==> src/rtl/line_ctrl_pkg.sv <==
// Shared types for the line_slot_ctrl controller: endpoint widths, segment record
// and controller FSM states.
package line_ctrl_pkg;

    localparam int X_W = 11;
    localparam int Y_W = 10;

    typedef struct packed {
        logic [X_W-1:0] x1;
        logic [Y_W-1:0] y1;
        logic [X_W-1:0] x2;
        logic [Y_W-1:0] y2;
        logic           enable;
    } segment_t;

    typedef enum logic [1:0] {
        RUN    = 2'd0,
        COMMIT = 2'd1,
        PRIME  = 2'd2
    } ctrl_state_t;

endpackage

==> src/rtl/line_slot_reg.sv <==
// One line-engine slot: host-facing shadow segment, engine-facing active segment
// and a dirty flag marking shadow contents not yet committed.
module line_slot_reg
    import line_ctrl_pkg::*;
(
    input  logic     clk_i,
    input  logic     rst_i,
    input  logic     wr_en_i,
    input  segment_t wr_seg_i,
    input  logic     commit_i,
    output segment_t active_o
);

    segment_t shadow_q, shadow_d;
    segment_t active_q, active_d;
    logic     dirty_q, dirty_d;

    // Next-state: a write issued alongside a commit re-marks the slot dirty.
    always_comb begin
        shadow_d = shadow_q;
        active_d = active_q;
        dirty_d  = dirty_q;
        if (commit_i && dirty_q) begin
            active_d = shadow_q;
            dirty_d  = 1'b0;
        end else begin
            active_d = active_q;
        end
        if (wr_en_i) begin
            shadow_d = wr_seg_i;
            dirty_d  = 1'b1;
        end else begin
            shadow_d = shadow_q;
        end
    end

    // Slot storage registers.
    always_ff @(posedge clk_i or posedge rst_i) begin
        if (rst_i) begin
            shadow_q <= '0;
            active_q <= '0;
            dirty_q  <= 1'b0;
        end else begin
            shadow_q <= shadow_d;
            active_q <= active_d;
            dirty_q  <= dirty_d;
        end
    end

    assign active_o = active_q;

endmodule

==> src/rtl/line_slot_ctrl.sv <==
// Owns NUM_SLOTS line engines: buffers host endpoint writes, commits them at frame
// boundaries and holds the engines in reset for PRIME_CYCLES before re-enabling them.
module line_slot_ctrl
    import line_ctrl_pkg::*;
#(
    parameter int NUM_SLOTS    = 4,
    parameter int SLOT_W       = 2,
    parameter int PRIME_CYCLES = 4
) (
    input  logic                     clk_in,
    input  logic                     rst_in,
    input  logic                     new_frame_in,
    input  logic                     wr_valid_in,
    output logic                     wr_ready_out,
    input  logic [SLOT_W-1:0]        wr_slot_in,
    input  logic [X_W-1:0]           wr_x1_in,
    input  logic [X_W-1:0]           wr_x2_in,
    input  logic [Y_W-1:0]           wr_y1_in,
    input  logic [Y_W-1:0]           wr_y2_in,
    input  logic                     wr_enable_in,
    output logic [NUM_SLOTS*X_W-1:0] x1_out,
    output logic [NUM_SLOTS*X_W-1:0] x2_out,
    output logic [NUM_SLOTS*Y_W-1:0] y1_out,
    output logic [NUM_SLOTS*Y_W-1:0] y2_out,
    output logic [NUM_SLOTS-1:0]     line_active_out,
    output logic                     sprite_rst_out,
    output logic                     commit_done_out,
    output logic                     wr_err_out
);

    localparam int               CNT_W    = $clog2(PRIME_CYCLES) + 1;
    localparam logic [CNT_W-1:0] CNT_LAST = CNT_W'(PRIME_CYCLES - 1);

    ctrl_state_t          state_q, state_d;
    logic [CNT_W-1:0]     cnt_q, cnt_d;
    logic                 pending_q, pending_d;
    logic                 primed_q, primed_d;
    logic                 wr_ready_q, wr_ready_d;
    logic                 sprite_rst_q, sprite_rst_d;
    logic [NUM_SLOTS-1:0] line_active_q, line_active_d;
    logic                 commit_done_q, commit_done_d;
    logic                 wr_err_q, wr_err_d;

    logic                 wr_accept_s;
    logic                 slot_ok_s;
    logic                 commit_s;
    segment_t             wr_seg_s;
    segment_t             active_seg_s [NUM_SLOTS];
    logic [NUM_SLOTS-1:0] active_en_s;

    assign wr_accept_s = wr_valid_in & wr_ready_q;
    assign slot_ok_s   = (32'(wr_slot_in) < 32'(NUM_SLOTS));
    assign commit_s    = (state_q == COMMIT);
    assign wr_seg_s    = '{x1: wr_x1_in, y1: wr_y1_in, x2: wr_x2_in, y2: wr_y2_in,
                           enable: wr_enable_in};

    for (genvar g = 0; g < NUM_SLOTS; g++) begin : g_slot
        line_slot_reg u_slot (
            .clk_i    (clk_in),
            .rst_i    (rst_in),
            .wr_en_i  (wr_accept_s && slot_ok_s && (wr_slot_in == SLOT_W'(g))),
            .wr_seg_i (wr_seg_s),
            .commit_i (commit_s),
            .active_o (active_seg_s[g])
        );
        assign active_en_s[g]          = active_seg_s[g].enable;
        assign x1_out[g*X_W +: X_W]    = active_seg_s[g].x1;
        assign x2_out[g*X_W +: X_W]    = active_seg_s[g].x2;
        assign y1_out[g*Y_W +: Y_W]    = active_seg_s[g].y1;
        assign y2_out[g*Y_W +: Y_W]    = active_seg_s[g].y2;
    end

    // FSM next-state; a frame pulse during COMMIT/PRIME queues exactly one more commit.
    always_comb begin
        state_d       = state_q;
        cnt_d         = cnt_q;
        pending_d     = pending_q;
        primed_d      = primed_q;
        commit_done_d = 1'b0;
        case (state_q)
            RUN: begin
                if (new_frame_in || pending_q) begin
                    state_d = COMMIT;
                end else begin
                    state_d = RUN;
                end
            end
            COMMIT: begin
                state_d   = PRIME;
                cnt_d     = '0;
                pending_d = new_frame_in;
                primed_d  = 1'b1;
            end
            PRIME: begin
                pending_d = pending_q | new_frame_in;
                if (cnt_q == CNT_LAST) begin
                    state_d       = RUN;
                    cnt_d         = '0;
                    commit_done_d = primed_q;
                    primed_d      = 1'b0;
                end else begin
                    cnt_d = cnt_q + CNT_W'(1);
                end
            end
            default: begin
                state_d = PRIME;
                cnt_d   = '0;
            end
        endcase
    end

    // Outputs are registered from the next state so they line up with state_q.
    always_comb begin
        wr_ready_d    = (state_d != COMMIT);
        sprite_rst_d  = (state_d == PRIME);
        line_active_d = '0;
        if (state_d == RUN) begin
            line_active_d = active_en_s;
        end else begin
            line_active_d = '0;
        end
        wr_err_d = wr_err_q | (wr_accept_s & ~slot_ok_s);
    end

    // Controller state and output registers.
    always_ff @(posedge clk_in or posedge rst_in) begin
        if (rst_in) begin
            state_q       <= PRIME;
            cnt_q         <= '0;
            pending_q     <= 1'b0;
            primed_q      <= 1'b0;
            wr_ready_q    <= 1'b0;
            sprite_rst_q  <= 1'b1;
            line_active_q <= '0;
            commit_done_q <= 1'b0;
            wr_err_q      <= 1'b0;
        end else begin
            state_q       <= state_d;
            cnt_q         <= cnt_d;
            pending_q     <= pending_d;
            primed_q      <= primed_d;
            wr_ready_q    <= wr_ready_d;
            sprite_rst_q  <= sprite_rst_d;
            line_active_q <= line_active_d;
            commit_done_q <= commit_done_d;
            wr_err_q      <= wr_err_d;
        end
    end

    assign wr_ready_out    = wr_ready_q;
    assign sprite_rst_out  = sprite_rst_q;
    assign line_active_out = line_active_q;
    assign commit_done_out = commit_done_q;
    assign wr_err_out      = wr_err_q;

endmodule
==> config.mk <==
export PLATFORM = sky130hd
export DESIGN_NAME = line_slot_ctrl
export DESIGN_NICKNAME = d
export VERILOG_FILES = /design/src/rtl/line_ctrl_pkg.sv /design/src/rtl/line_slot_reg.sv /design/src/rtl/line_slot_ctrl.sv
export SDC_FILE = /design/constraint.sdc
export NUM_CORES = 1
export LEC_CHECK = 0
export CORE_MARGIN = 4
export CORE_UTILIZATION = 48
export CTS_CLUSTER_DIAMETER = 50
export DETAILED_ROUTE_END_ITERATION = 8
export MAX_ROUTING_LAYER = met4
export PLACE_DENSITY = 0.84
export SETUP_SLACK_MARGIN = 0.2
export SYNTH_ARGS = -nofsm -noshare
export SYNTH_HDL_FRONTEND = slang
export SYNTH_SLANG_ARGS = --single-unit
==> constraint.sdc <==
create_clock -name clk_in -period 13.1 [get_ports clk_in]
set_input_delay 2.62 -clock clk_in [delete_from_list [all_inputs] [get_ports clk_in]]
set_output_delay 2.62 -clock clk_in [all_outputs]
set_load 0.02 [all_outputs]
==> results of run 1 <==
## stage by stage
step	utilization	hold WS, ps	power (mW)	setup WS [ps]
after global routing	0.625	508	4.72	8300
after detailed placement	0.581	479	3.49	8040
after global placement	0.581	463	3.42	8090
after floorplan	-	454	2.70	436
final	0.625	484	4.49	8690
after CTS	0.625	492	4.55	8580
## cells in the mapped netlist, drive strengths merged
| library cell | instances |
|---|---|
| a21o | 2 |
| a21oi | 1 |
| a22o | 1 |
| and3 | 1 |
| buf | 34 |
| clkbuf | 1 |
| conb | 1 |
| dfrtp | 360 |
| dfstp | 2 |
| ha | 4 |
| inv | 11 |
| mux2 | 344 |
| nand2 | 9 |
| nand2b | 3 |
| nand4 | 1 |
| nand4b | 2 |
| nor2 | 1 |
| nor2b | 3 |
| nor3 | 5 |
| nor4b | 1 |
| o21a | 1 |
| o21ai | 6 |
| o22ai | 1 |
## state kept, by name (all words and copies together), names as in the netlist
register / cells
cnt_q: 3
commit_done_out: 1
g_slot.u_slot.active_o: 172
g_slot.u_slot.dirty_q: 4
g_slot.u_slot.shadow_q: 172
line_active_out: 4
pending_q: 1
primed_q: 1
sprite_rst_out: 1
state_q: 2
wr_ready_out: 1
## layout make-up
type | instances | share of cell area
flip-flops and latches | 362 | 0.524
clock inverters | 10 | 0.00434
clock buffers | 57 | 0.0661
inverters | 11 | 0.00282
repair buffers | 232 | 0.133
well taps | 378 | 0.0273
multi-input cells | 387 | 0.243
## report_power, final
| part | internal [mW] | switching, mW |
|---|---|---|
| sequential | 1.58 | 0.245 |
| combinational | 0.876 | 0.756 |
| clock | 0.607 | 0.424 |
| total | 3.07 | 1.42 |
## worst min-delay path by stage
stage                               endpoint  slack, ps
3_5_place_dp   g_slot[0].u_slot.shadow_q[33]        480
6_report       g_slot[2].u_slot.active_o[22]        480
3_3_place_gp   g_slot[0].u_slot.shadow_q[33]        460
5_1_grt        g_slot[2].u_slot.active_o[10]        510
2_1_floorplan       g_slot[0].u_slot.dirty_q        450
4_1_cts        g_slot[0].u_slot.shadow_q[33]        490
## worst max-delay path, delay by kind of cell
kind / cells / cell delay [ps]
AND/OR/NAND/NOR: 1 / 850
buffers and inverters: 1 / 670
multiplexers: 1 / 610
## cell families (layout without fill, tap and decap cells)
kind of cell | after synthesis | after routing | share of synthesized area
other | 1 | 1 | 0.000278
multiplexers | 344 | 344 | 0.288
flip-flops | 362 | 362 | 0.673
AO/OA/AOI/OAI | 12 | 12 | 0.00539
buffers and inverters | 46 | 310 | 0.0180
adder cells (fa/ha/maj) | 4 | 4 | 0.00371
AND/OR/NAND/NOR | 26 | 26 | 0.0125
## layer usage
metal / track usage / vias to the layer above / routed length (um) / part of all wire
met5: - / - / 0 / 0
met4: 0.0426 / 0 / 541 / 0.019
met3: 0.0557 / 41 / 1900 / 0.065
met2: 0.322 / 186 / 14500 / 0.50
met1: 0.243 / 3955 / 12200 / 0.42
li1: - / 3276 / - / -
==> metrics, run 1 <==
status finished clean; Sequential Area 9060 um^2; Worst Hold Class flop to flop; global route overflow 0; Yosys top cell by area dfrtp_1; RePlAce Congestion around 0.76; first-pass GRT wire length ~46000 um; TritonCTS buffer count 38; Antenna Cells 0; Cell Area, Synth around 13000 um^2; die width ~180 um; WL final ~29000 um; critical path, cell by cell clkdlybuf4s50_1 -> nand4b_4 -> mux2_2; Max Freq 227 MHz; Post-CTS Setup Bufs 0; Max Cap Violations 0; Die Ht 176 um; DP HPWL 18300 um; final instance area roughly 17000 um^2; die area 30800 um^2; unrepaired setup endpoints after global routing false; Critical Path Source wr_slot_in[1]; actual slew at the worst max-slew pin 1050 ps; Post-DP Area roughly 16000 um^2; DRC 0; placed insts 1370; Mapped Nets 848; Startpoint Class input port; layout cells sized above 1 0.397; Clock Skew approximately 19 ps; Hold Buf Count CTS 0; CP Capture Type flop; Worst Hold Launch g_slot[2].u_slot.shadow_q[22]; Critical path destination g_slot[2].u_slot.shadow_q[31]; aggregate global-route resource usage 0.195; #FFs+latches synth between 300 and 400; relative slew slack 0.296; Tmin final around 4400 ps; htree depth 2; Worst Path Arrival approximately 4800 ps; Slew Limit Fails 0; Worst-Skew Late Latency slightly above 500 ps; Req. time, crit path roughly 13000 ps; final setup fails 0; Starting Density 0.486; DR vias/cell slightly above 5; Synth top area share 0.669; Final Hold Vio Count 0; most common cell after layout, fill and taps aside dfrtp_1; P_leak 7.51 nW; Multi-input gate area roughly 4200 um^2; R2R Path Start state_q[1]; fin nets 1085; worst hold path depth 1; WS Path Type input port to flop; CTS tree built; Post-DRT Antenna Nets 0; CP max FO between 40 and 50; initial antenna violation count 0; Max rail drop VDD between 100 and 150 uV; violation count after the first detailed-route iteration 351; DR vias about 7.5k; Rows 61; cells on worst reg2reg path 5; Core Area 27700 um^2; Clock Path Buffers 3; most frequent cells in the layout dfrtp_1, mux2_2, clkdlybuf4s50_1, clkbuf_16; Resized Gates After CTS 0; Unique masters post-synth 28; Synth area leaders dfrtp_1, mux2_2, buf_2; post-synthesis sequential area ratio 0.673; Critical Path Max Stage Delay around 850 ps; first-pass iteration count of the detailed router 4; clock-pin slew on the worst setup and hold paths roughly 60 ps; vias in the first global route slightly above 8k; WL per Instance 20.3 um; TritonCTS Sinks roughly 360; Post-Syn Instances roughly 800; I/O pin count about 230; mean post-synth cell area about 17 um^2; final setup TNS 0 ps; fillers 2026; Layout area overhead 28.5%; PwrDens 260 nW/um^2; flop2flop setup slack approximately 11000 ps; IO Port Bufs around 220; Final Non-Filler Cells around 1.4k; worst flop-to-flop path endpoint g_slot[1].u_slot.active_o[28]; period utilisation layout 0.336; Synth Warn # 0; root buf cell clkbuf_16; largest net degree at the start of global routing roughly 150; CP max stage cell nand4b_4
Note: power is estimated with default switching activity, not from simulation.
==> run 2: changes to the inputs <==
==> constraint.sdc (replaced) <==
create_clock -name clk_in -period 4 [get_ports clk_in]
set_input_delay 0.8 -clock clk_in [delete_from_list [all_inputs] [get_ports clk_in]]
set_output_delay 0.8 -clock clk_in [all_outputs]
set_load 0.02 [all_outputs]
==> run 2 against run 1 <==
Critical path depth is the same. Count of clock-buffer cells in the layout shrank 2. Sequential power grew to 3.3 times the previous value. Global-route usage grew 0.44 points. Critical path type unchanged. Critical endpoint is now g_slot[3].u_slot.shadow_q[24].
==> metrics, run 2 (same netlist as run 1, synthesis figures left out) <==
Crit path buffers/inverters 1 (unchanged); Clock Path Buffers 3 (unchanged); Worst Hold Class flop to flop; CP max stage cell nand4_4; Starting Density 0.486 (unchanged); die area 30800 um^2 (unchanged); WL final 29300 um (+0.64%); Clock Skew 10.2 ps (-8.83 ps); Final Non-Filler Cells 1445 (+0.56%); relative slew slack 0.318 (+0.0221); worst flop-to-flop path endpoint g_slot[1].u_slot.active_o[14]; final setup fails 0 (unchanged); Core Area 27700 um^2 (unchanged); Die Ht 176 um (unchanged); R2R Path Start state_q[1]; final setup TNS 0 ps (unchanged); root buf cell clkbuf_16; initial antenna violation count 0 (unchanged); TritonCTS buffer count 39 (+2.6%); TritonCTS Sinks 362 (unchanged); Startpoint Class input port; Final Hold Vio Count 0 (unchanged); first-pass GRT wire length 47200 um (+2.8%); Antenna Cells 0 (unchanged); layout cells sized above 1 0.403 (+0.00640); DR vias 7406 (-0.70%); most common cell after layout, fill and taps aside dfrtp_1; placed insts 1378 (+0.58%); Max rail drop VDD 552 uV (+280%); status finished clean; Critical Path Max Stage Delay 840 ps (about the same); Critical path destination g_slot[3].u_slot.shadow_q[24]; Final Power 14.9 mW (+230%); P_leak 7.60 nW (+1.2%); actual slew at the worst max-slew pin 1020 ps (-33.1 ps); global route overflow 0 (unchanged); CP Capture Type flop; Post-DRT Antenna Nets 0 (unchanged); I/O pin count 225 (unchanged); CP delay by family, top simple AND/OR/NAND/NOR gates; stages on the worst setup path 3 (unchanged); Post-CTS Setup Bufs 0 (unchanged); Critical Path Source wr_valid_in; flop2flop setup slack 1540 ps (-9090 ps); RePlAce Congestion 0.789 (+4.0%); Resized Gates After CTS 0 (unchanged); most frequent cells in the layout dfrtp_1, mux2_2, clkdlybuf4s50_1, clkbuf_16, buf_4; DR vias/cell 5.13 (-1.2%); Worst Path Arrival 2920 ps (-1860 ps); vias in the first global route 8268 (+0.79%); DP HPWL 19200 um (+4.9%); aggregate global-route resource usage 0.199 (+0.00442); largest net degree at the start of global routing 82 (-46%); clock-pin slew on the worst setup and hold paths 60 ps (about the same); first-pass iteration count of the detailed router 4 (unchanged); post-route worst setup slack 1460 ps (-7230 ps); Tmin final around 2500 ps; unrepaired setup endpoints after global routing false; CP max FO 44 (unchanged); fin nets 1094 (+0.83%); Worst-Skew Late Latency 510 ps (about the same); Slew Limit Fails 0 (unchanged); CTS tree built; Max Freq slightly below 400 MHz; critical path, cell by cell clkdlybuf4s50_1 -> nand4_4 -> mux2_2; PwrDens 852 nW/um^2 (+230%); Hold Buf Count CTS 0 (unchanged); hold slack 491 ps (+7.12 ps); worst hold path depth 1 (unchanged); setup slack at placement 867 ps (-7180 ps); Req. time, crit path 4380 ps (-9100 ps); violation count after the first detailed-route iteration 280 (-20%); WS Path Type input port to flop; die width 176 um (unchanged); htree depth 2 (unchanged); period utilisation layout 0.634; Rows 61 (unchanged); WL per Instance 20.3 um (about the same); Max Cap Violations 0 (unchanged); DRC 0 (unchanged); Layout area overhead 29.8%; IO Port Bufs 223 (unchanged); cells on worst reg2reg path 5 (unchanged)
run 2: through the flow:
stage           util  instance area (um^2)
2_1_floorplan      -                 13500
3_3_place_gp   0.585                 16200
3_5_place_dp   0.585                 16200
4_1_cts        0.631                 17500
5_1_grt        0.631                 17500
6_report       0.631                 17500
run 2: per-layer routing:
layer / vias to the layer above / track usage / routed length (um)
li1: 3290 / - / -
met1: 3898 / 0.256 / 12600
met2: 175 / 0.319 / 14200
met3: 43 / 0.0618 / 2060
met4: 0 / 0.0393 / 475
met5: - / - / 0
run 2: worst min path at each step:
stage	from	endpoint	slack (ps)
floorplan	g_slot[0].u_slot.dirty_q	g_slot[0].u_slot.dirty_q	450
global placement	g_slot[0].u_slot.shadow_q[38]	g_slot[0].u_slot.shadow_q[38]	470
detailed placement	g_slot[0].u_slot.shadow_q[33]	g_slot[0].u_slot.shadow_q[33]	480
CTS	g_slot[0].u_slot.shadow_q[33]	g_slot[0].u_slot.shadow_q[33]	490
global route	g_slot[2].u_slot.active_o[21]	g_slot[2].u_slot.active_o[21]	510
finish	g_slot[0].u_slot.shadow_q[33]	g_slot[0].u_slot.shadow_q[33]	490
run 2: report_power, final:
group          switching, mW  total [mW]  internal (mW)
combinational           2.46        5.34           2.88
sequential             0.814        6.01           5.19
clock                   1.38        3.55           2.17
run 2: cell type report:
type	count	area [um^2]
Fill cell	1975	10200
Sequential cell	362	9060
Multi-Input combinational cell	387	4210
Timing Repair Buffer	240	2420
Clock buffer	55	1140
Tap cell	378	473
Clock inverter	12	149
Inverter	11	45.0
run 2: worst register-to-register path, stage by stage (launching register included):
cell and delay [ps]:
dfstp_2 540, inv_1 60, ha_1 320, nand2_2 600, buf_4 440, mux2_2 380
